$ cat config.mk
export PLATFORM = sky130hd
export DESIGN_NAME = impulse_detector_flat
export DESIGN_NICKNAME = d
export VERILOG_FILES = /design/src/rtl/impulse_detector_pkg.sv /design/src/rtl/impulse_detector_if.sv /design/src/rtl/impulse_detector_sat_counter.sv /design/src/rtl/impulse_detector.sv /design/src/flat_wrapper.sv
export SDC_FILE = /design/constraint.sdc
export NUM_CORES = 1
export LEC_CHECK = 0
export BUFFER_PORTS_ARGS = -buffer_cell sky130_fd_sc_hd__buf_2
export CORE_UTILIZATION = 64
export DETAILED_ROUTE_END_ITERATION = 8
export HOLD_SLACK_MARGIN = 0.03
export PLACE_DENSITY = 0.84
export SETUP_SLACK_MARGIN = 0.5
export SLEW_MARGIN = 10
export SYNTH_ARGS = -nofsm -noshare
export SYNTH_HDL_FRONTEND = slang
export SYNTH_HIERARCHICAL = 1
export SYNTH_SLANG_ARGS = --single-unit
$ cat constraint.sdc
create_clock -name clk -period 8.9 [get_ports clk]
set_input_delay 2.67 -clock clk [delete_from_list [all_inputs] [get_ports clk]]
set_output_delay 2.67 -clock clk [all_outputs]
set_load 0.03 [all_outputs]
$ cat src/rtl/impulse_detector_pkg.sv
// Shared types and sizing for the impulse detector slice.
// Build with IMPULSE_TIMEOUT_EN defined to add the trigger-timeout output.
package impulse_pkg;

   typedef enum logic [1:0] {
      ST_WAIT_LOW = 2'd0,
      ST_ARMED    = 2'd1,
      ST_TRACK    = 2'd2,
      ST_HOLDOFF  = 2'd3
   } state_t;

   localparam int COS_W          = 16;
   localparam int NUM_COMPONENTS = 12;
   localparam int CNT_W_DEFAULT  = 16;

   // Full-precision width of a sum of n signed COS_W-bit cosines.
   function automatic int sum_width(input int n);
      return COS_W + $clog2(n);
   endfunction

endpackage

$ cat src/rtl/impulse_detector_if.sv
// Sample/threshold inputs and impulse report outputs of the impulse detector.
// o_timeout exists only when IMPULSE_TIMEOUT_EN is defined.
interface impulse_detector_if #(
   parameter int SW    = 18,
   parameter int CNT_W = 16
);
   logic signed [SW-1:0]    i_signal;
   logic                    i_valid;
   logic signed [SW-1:0]    i_threshold;
   logic                    o_event;
   logic signed [SW-1:0]    o_peak;
   logic        [CNT_W-1:0] o_peak_idx;
   logic        [CNT_W-1:0] o_period;
   logic                    o_locked;
`ifdef IMPULSE_TIMEOUT_EN
   logic                    o_timeout;

   modport master (
      output i_signal, i_valid, i_threshold,
      input  o_event, o_peak, o_peak_idx, o_period, o_locked, o_timeout
   );
   modport slave (
      input  i_signal, i_valid, i_threshold,
      output o_event, o_peak, o_peak_idx, o_period, o_locked, o_timeout
   );
`else
   modport master (
      output i_signal, i_valid, i_threshold,
      input  o_event, o_peak, o_peak_idx, o_period, o_locked
   );
   modport slave (
      input  i_signal, i_valid, i_threshold,
      output o_event, o_peak, o_peak_idx, o_period, o_locked
   );
`endif
endinterface

$ cat src/rtl/impulse_detector_sat_counter.sv
// Up-counter with enable and synchronous load that sticks at all-ones.
// Load wins over enable so a restart on the same sample is never lost.
module sat_counter #(
   parameter int W = 16
) (
   input  logic         clk,
   input  logic         rst,
   input  logic         en,
   input  logic         load,
   input  logic [W-1:0] load_val,
   output logic [W-1:0] q
);

   always_ff @(posedge clk or posedge rst) begin
      if (rst) begin
         q <= '0;
      end else if (load) begin
         q <= load_val;
      end else if (en && (q != '1)) begin
         q <= q + W'(1);
      end
   end

endmodule

$ cat src/rtl/impulse_detector.sv
// Threshold-crossing impulse detector: peak, peak offset, trigger period and lock.
// Optional IMPULSE_TIMEOUT_EN adds o_timeout after TIMEOUT quiet samples in ARMED.
module impulse_detector
   import impulse_pkg::*;
#(
   parameter int SW      = 18,
   parameter int CNT_W   = CNT_W_DEFAULT,
   parameter int HOLDOFF = 4,
   parameter int TIMEOUT = 4096
) (
   input logic               clk,
   input logic               rst,
   impulse_detector_if.slave bus
);

   localparam logic [CNT_W-1:0] HOLD_LAST = CNT_W'(HOLDOFF - 1);

   if (HOLDOFF < 1 || TIMEOUT < 1) begin : g_bad_cfg
      $error("impulse_detector: HOLDOFF and TIMEOUT must both be at least 1");
   end

   state_t                  state;
   logic signed [SW-1:0]    sample;
   logic signed [SW-1:0]    thr;
   logic signed [SW-1:0]    peak;
   logic        [CNT_W-1:0] idx;
   logic        [CNT_W-1:0] period_pend;
   logic                    have_prev;
   logic        [CNT_W-1:0] per_cnt;
   logic        [CNT_W-1:0] rel;
   logic        [CNT_W-1:0] rel_inc;
   logic        [CNT_W-1:0] hold_cnt;
   logic                    above;
   logic                    trig;
   logic                    track_hi;
   logic                    track_fall;
   logic                    hold_en;

   assign sample     = bus.i_signal;
   assign thr        = bus.i_threshold;
   assign above      = (sample >= thr);
   assign trig       = bus.i_valid && (state == ST_ARMED) && above;
   assign track_hi   = bus.i_valid && (state == ST_TRACK) && above;
   assign track_fall = bus.i_valid && (state == ST_TRACK) && !above;
   assign hold_en    = bus.i_valid && (state == ST_HOLDOFF);
   assign rel_inc    = (rel == '1) ? rel : rel + CNT_W'(1);

   // Valid samples since the last trigger; the trigger sample itself counts as 1.
   sat_counter #(.W(CNT_W)) u_per_cnt (
      .clk      (clk),
      .rst      (rst),
      .en       (bus.i_valid),
      .load     (trig),
      .load_val (CNT_W'(1)),
      .q        (per_cnt)
   );

   sat_counter #(.W(CNT_W)) u_rel_cnt (
      .clk      (clk),
      .rst      (rst),
      .en       (track_hi),
      .load     (trig),
      .load_val ('0),
      .q        (rel)
   );

   sat_counter #(.W(CNT_W)) u_hold_cnt (
      .clk      (clk),
      .rst      (rst),
      .en       (hold_en),
      .load     (track_fall),
      .load_val ('0),
      .q        (hold_cnt)
   );

`ifdef IMPULSE_TIMEOUT_EN
   logic timeout_hit;
   assign timeout_hit = bus.i_valid && (state == ST_ARMED) && !above &&
                        !bus.o_timeout && (32'(per_cnt) >= TIMEOUT);
`endif

   // Detector FSM and report registers; nothing moves on cycles without i_valid
   // except the one-cycle event pulse, which always drops after one clock.
   always_ff @(posedge clk or posedge rst) begin
      if (rst) begin
         state          <= ST_WAIT_LOW;
         peak           <= '0;
         idx            <= '0;
         period_pend    <= '0;
         have_prev      <= 1'b0;
         bus.o_event    <= 1'b0;
         bus.o_peak     <= '0;
         bus.o_peak_idx <= '0;
         bus.o_period   <= '0;
         bus.o_locked   <= 1'b0;
`ifdef IMPULSE_TIMEOUT_EN
         bus.o_timeout  <= 1'b0;
`endif
      end else begin
         bus.o_event <= 1'b0;
         if (bus.i_valid) begin
            unique case (state)
               ST_WAIT_LOW: begin
                  if (!above) begin
                     state <= ST_ARMED;
                  end
               end
               ST_ARMED: begin
                  if (trig) begin
                     state       <= ST_TRACK;
                     peak        <= sample;
                     idx         <= '0;
                     period_pend <= have_prev ? per_cnt : '0;
                     have_prev   <= 1'b1;
`ifdef IMPULSE_TIMEOUT_EN
                     bus.o_timeout <= 1'b0;
                  end else if (timeout_hit) begin
                     bus.o_timeout <= 1'b1;
                     bus.o_locked  <= 1'b0;
                     have_prev     <= 1'b0;
`endif
                  end
               end
               ST_TRACK: begin
                  if (above) begin
                     if (sample > peak) begin
                        peak <= sample;
                        idx  <= rel_inc;
                     end
                  end else begin
                     state          <= ST_HOLDOFF;
                     bus.o_event    <= 1'b1;
                     bus.o_peak     <= peak;
                     bus.o_peak_idx <= idx;
                     bus.o_period   <= period_pend;
                     bus.o_locked   <= (period_pend == bus.o_period) &&
                                       (period_pend != '0) && (bus.o_period != '0);
                  end
               end
               ST_HOLDOFF: begin
                  if (hold_cnt == HOLD_LAST) begin
                     state <= ST_ARMED;
                  end
               end
            endcase
         end
      end
   end

endmodule

$ cat src/flat_wrapper.sv
// flat-port wrapper written by rule: the top's interface ports become plain ports
module impulse_detector_flat import impulse_pkg::*;
#(
   parameter int SW      = 18,
   parameter int CNT_W   = CNT_W_DEFAULT,
   parameter int HOLDOFF = 4,
   parameter int TIMEOUT = 4096
)
  (clk, rst, bus_i_signal, bus_i_valid, bus_i_threshold, bus_o_event, bus_o_peak, bus_o_peak_idx, bus_o_period, bus_o_locked);
  impulse_detector_if #(.SW(SW), .CNT_W(CNT_W)) bus_i ();
  input logic clk;
  input logic rst;
  input wire logic [$bits(bus_i.i_signal)-1:0] bus_i_signal;
  input wire logic [$bits(bus_i.i_valid)-1:0] bus_i_valid;
  input wire logic [$bits(bus_i.i_threshold)-1:0] bus_i_threshold;
  output wire logic [$bits(bus_i.o_event)-1:0] bus_o_event;
  output wire logic [$bits(bus_i.o_peak)-1:0] bus_o_peak;
  output wire logic [$bits(bus_i.o_peak_idx)-1:0] bus_o_peak_idx;
  output wire logic [$bits(bus_i.o_period)-1:0] bus_o_period;
  output wire logic [$bits(bus_i.o_locked)-1:0] bus_o_locked;
  assign bus_i.i_signal = bus_i_signal;
  assign bus_i.i_valid = bus_i_valid;
  assign bus_i.i_threshold = bus_i_threshold;
  assign bus_o_event = bus_i.o_event;
  assign bus_o_peak = bus_i.o_peak;
  assign bus_o_peak_idx = bus_i.o_peak_idx;
  assign bus_o_period = bus_i.o_period;
  assign bus_o_locked = bus_i.o_locked;
  impulse_detector #(.SW(SW), .CNT_W(CNT_W), .HOLDOFF(HOLDOFF), .TIMEOUT(TIMEOUT)) u_core (.clk(clk), .rst(rst), .bus(bus_i));
endmodule
# After elaboration in Yosys (flattened, before gate mapping)
# Index checks and enable logic that the tools add are counted.
# word_totals
register_bits	153
word_cells	81
# classes
n_addsub	3
magnitude_cmp	2
n_eq_ne	15
muxes	24
bitwise_logic	1
reduce_logical	23
# ops
operator	n
16-bit two-way mux	11
18-bit two-way mux	3
16-bit by 1-bit adder with 16-bit output (second input constant)	3
16-bit inequality test (second input constant)	3
18-bit one-hot mux with 2 select lines	1
16-bit one-hot mux with 2 select lines	1
16-bit nonzero test	2
18-bit greater-or-equal comparator	1
18-bit > comparator	1
16-bit equality test	1
16-bit equality test (second input constant)	1
16-bit by 2-bit equality test with 1-bit output (second input constant)	1
1-bit logical AND	11
5-bit AND reduction	2
2-bit two-way mux	4
2-bit inequality test (second input constant)	4
2-bit one-hot mux with 4 select lines	1
2-bit nonzero test	4
3-bit AND reduction	2
2-bit equality test (second input constant)	2
2-bit by 1-bit inequality test with 1-bit output (second input constant)	2
1-bit two-way mux	3
2-bit by 1-bit equality test with 1-bit output (second input constant)	1
2-bit logical NOT	1
other kinds (2)	2

# Logic depth before layout (Yosys ltp)
# depth
ltp_word	6
mapped_depth	14
depth_no_buf	12

# Modules after synthesis
# The synthesis kept the hierarchy.
# by_module_without_submodules
mod	instances	cells_each	area_each_um2
impulse_detector	1	528	5711.7
sat_counter	3	124	1047.3

# Least setup slack after synthesis
# No wires, ideal clock.
# synth_path
path_type	input port to flip-flop
from	input port bus_i_threshold[17]
to	register u_core.u_per_cnt.q[0]
setup_ns	0.138
arrival_time_ns	5.452
path_slack_ns	3.309
cell_stages	12
n_path_buf	2
cell_sequence	inv_1 > ha_1 > nand4_2 > nor3_2 > or3b_1 > a21o_1 > nand4_1 > clkbuf_1 > inv_1 > inv_1 > dlygate4sd3_1 > a31oi_1
# synth_via
elab_chain_cells	3
# synth_rtl
item	line	source
from (decl)	flat_wrapper.sv:15	input wire logic [$bits(bus_i.i_threshold)-1:0] bus_i_threshold;
18-bit greater-or-equal comparator *	impulse_detector.sv:41	assign above = (sample >= thr);
1-bit logical AND *	impulse_detector.sv:42	assign trig = bus.i_valid && (state == ST_ARMED) && above;
via u_core.trig	impulse_detector.sv:34	logic trig;
16-bit two-way mux or 2-bit nonzero test (tied branches)	--	
to (signal assigned)	impulse_detector_sat_counter.sv:18	q <= load_val;
to (signal assigned)	impulse_detector_sat_counter.sv:20	q <= q + W'(1);
to (decl)	impulse_detector_sat_counter.sv:11	output logic [W-1:0] q
# Mark *: on every way through the listed nets, which the timed path passes. The rest lies on a longest branch.
# A chain may end at the register's enable or synchronous reset.

# Worst setup path after layout
# layout_path
from	input port bus_i_signal[13]
to	register u_core.u_rel_cnt.q[3]
# layout_lines
item	line	source
from (decl)	flat_wrapper.sv:13	input wire logic [$bits(bus_i.i_signal)-1:0] bus_i_signal;
18-bit greater-or-equal comparator *	impulse_detector.sv:41	
1-bit logical AND *	impulse_detector.sv:42	
via u_core.trig	impulse_detector.sv:34	
16-bit two-way mux or 2-bit nonzero test (tied branches)	--	
to (signal assigned)	impulse_detector_sat_counter.sv:18	
to (signal assigned)	impulse_detector_sat_counter.sv:20	
to (decl)	impulse_detector_sat_counter.sv:11	
# Marks and branches as above.

==> flow_summary.toml <==
[sta]
finalSetupViolCount = 0
holdWs_ps = 494
max_slew_margin_pct = 28.4
hold_viol_final = 0
finalMaxSlewViolations = 0
rsz0062_at_grt = "false"
worst_slew_pin_slew_ps = 1070
post-route-min-period_ps = 5930
layout_setup_ws_ps = 2970
fin_skew_ps = 7.48
fmax_mhz = 169
finalCritPeriodShare_pct = 66.7
fin_tns_setup_ps = 0

[run_status]
status = "finished clean"

[floorplanning]
fp-row-count = 42
ioPinCount = 91
core-area_um2 = 13300
die_area_um2 = 14300
dieWidth_um = 120
initial_core_util_pct = 66.3
die_y_um = 120

[placement]
detailed_place_hpwl_um = 14000
place_congestion = 0.909
pre_cts_ws_ps = 2690
numPortBuffers = 90

[drt]
drt-total-wl_um = 20100
wl_per_cell_um = 16.5
via_count = 7302
ant_nets = 0
post-route-drc-count = 0
first_pass_iters = 5
drtIter0Drc = 467
vias_per_cell = 6.01

[setup_path]
critPathSlowestCell = "inv_1"
worstPathMaxFanout = 34
critPathKind = "in -> reg"
crit_path_end_kind = "register"
worst_ep_arrival_time_ps = 6290
start_kind = "primary input"
slowest_delay_ps = 640
crit_chain = "buf_2 > ha_1 > a21oi_1 > o21bai_1 > a2111oi_0 > nand4_1 > nand4_1 > buf_4 > inv_1 > inv_1 > o311ai_0 > nand3_1"
worst_ep_required_time_ps = 9260

[layout]
antenna_cells = 0
multi_input_area_um2 = 4720
syn_to_final_growth_pct = 14.5
nets = 1109
nFillCells = 887
drive_gt1_share_pct = 20.0
utilization_pct = 75.9
regArea_um2 = 3830

[yosys]
ys_seq_area_share_pct = 43.2
synth_commonest_cells = "dfrtp_1 (153), nand2_1 (80), inv_1 (71), mux2_2 (56), nor2_1 (51)"
synthCells = 900
synth.most_common_cell = "dfrtp_1"
synthArstFlopShare_pct = 100
syn_area_um2 = 8850
synth_edf_count = 0
synth.area.top_cells = "dfrtp_1 (43%), mux2_2 (7.1%), ha_1 (6.2%)"
synthFlopType = "dfrtp_1"
synth_top_cell_by_area = "dfrtp_1"
ys_types = 59
syn_avg_cell_area_um2 = 9.84
ys_seq_elements = 153
yosysTopAreaCellShare_pct = 43.2
yosysWarningCount = 6

[power_and_ir_drop]
power_per_cell_area_nw_per_um2 = 336
ir_drop_v = 0.000227
power.total_w = 0.00340
p_leak_nw = 4.69

[clock_network]
cts.sinks = 153
insertion_delay_ps = 430
cts_tree = "yes"
root_buffer = "clkbuf_16"
postCtsHoldBufs = 0
cts_resized = 0
clkSlewWorstSetupHoldPaths_ps = 60
cts_made_buffers = 17
clk_path_buf_depth = 2
post_cts_buffers = 0
h-tree-depth = 4

[global_routing]
grt_pass1_wl_um = 34000
grt_pass1_vias = 7037
grt-ovfl-total = 0
grt_max_degree = 79
antenna_found_initial = 0
grt_util_all_layers_pct = 29.8

[run]
maxCapViolations = 0

[worst_hold_path]
worstHoldPathType = "reg -> reg"
[metrics by stage]
step | instances | instance area [µm²]
after floorplan | 946 | 9030
after global placement | 1183 | 9540
after detailed placement | 1183 | 9540
after CTS | 1215 | 10100
after global routing | 1215 | 10100
final | 1215 | 10100
[registers in the layout, summed over array words and instances (netlist names), 2 cells and up]
register / flops
u_core/period_pend: 16
u_core/state: 2
u_core/bus.o_period: 16
u_core/peak: 18
u_core/u_rel_cnt/q: 16
u_core/bus.o_peak: 18
u_core/u_hold_cnt/q: 16
u_core/u_per_cnt/q: 16
u_core/bus.o_peak_idx: 16
u_core/idx: 16
[logic make-up after synthesis]
group                      Yosys count  synth area share [%]
xor gates and xnor gates            26                  2.57
buffers and inverters              107                  5.58
DFF                                153                  43.2
and+or+nand+nor                    329                  20.1
muxes                               90                  11.3
adders and majority gates           44                  6.22
other                                2                0.0848
AOI/OAI and AO/OA                  149                  10.9
[cells in the final DEF (no fill, tap or decap), types with 5 or more instances in the layout]
cell type and n:
and4_1 6, buf_2 90, nand4_1 50, xnor2_1 13, a31oi_1 37, or4_1 21, inv_1 70, o31ai_1 18
nand3_1 38, nor3_1 5, and3_2 6, or3_1 9, xor2_1 13, nand2_1 80, clkbuf_16 17, dfrtp_1 153
mux2_1 22, mux2_2 56, mux2i_1 12, and3_1 5, o311ai_0 6, nor2_1 51, nor4_1 21, ha_1 44
conb_1 48, buf_4 7, o21ai_0 40, o31a_1 6, a21oi_1 18
[routing by layer]
layer | vias to the layer above | global-route usage, % | share of wire, %
li1 | 3508 | - | -
met1 | 3517 | 39.1 | 44
met2 | 232 | 49.5 | 49
met3 | 45 | 4.75 | 4.7
met4 | 0 | 11.9 | 2.6
met5 | - | 0 | 0
[path summary, 6_finish.rpt]
check | startpoint | endpoint | slack, ps | depth (start not counted)
setup / recovery | bus_i_signal[13] | u_core/u_rel_cnt/q[3]$_DFFE_PP0P_ | 2970 | 12
hold / removal | u_core/idx[1]$_DFFE_PP0P_ | u_core/idx[1]$_DFFE_PP0P_ | 490 | 1
setup reg to reg | u_core/peak[17]$_DFFE_PP0P_ | u_core/peak[14]$_DFFE_PP0P_ | 5350 | 10
hold reg to reg | u_core/idx[1]$_DFFE_PP0P_ | u_core/idx[1]$_DFFE_PP0P_ | 490 | 1
max in group asynchronous | rst | u_core/idx[8]$_DFFE_PP0P_ | 5330 | 3
min in group asynchronous | rst | u_core/bus.o_locked$_DFFE_PP0P_ | 2270 | 2
[area by class of cell]
class	instances	share of cell area [%]
repair buffers	97	4.96
well taps	176	2.17
clock inverters	10	1.17
flip-flops and latches	153	37.8
inverters	71	2.65
clock buffers	22	4.68
multi-input cells	686	46.6
[worst max-delay path, delay by kind of cell]
family,cells,cell delay [ps]
compound gates,4,1200
fa+ha+maj,1,340
buf+inv,4,1410
simple gates,3,650
[report_power, final]
part	switching (W)	total (W)	internal (W)
Combinational	0.000747	0.00128	0.000535
Sequential	0.000394	0.00141	0.00101
Clock	0.000279	0.000714	0.000435
No activity file was read; power rests on OpenSTA's default activity.
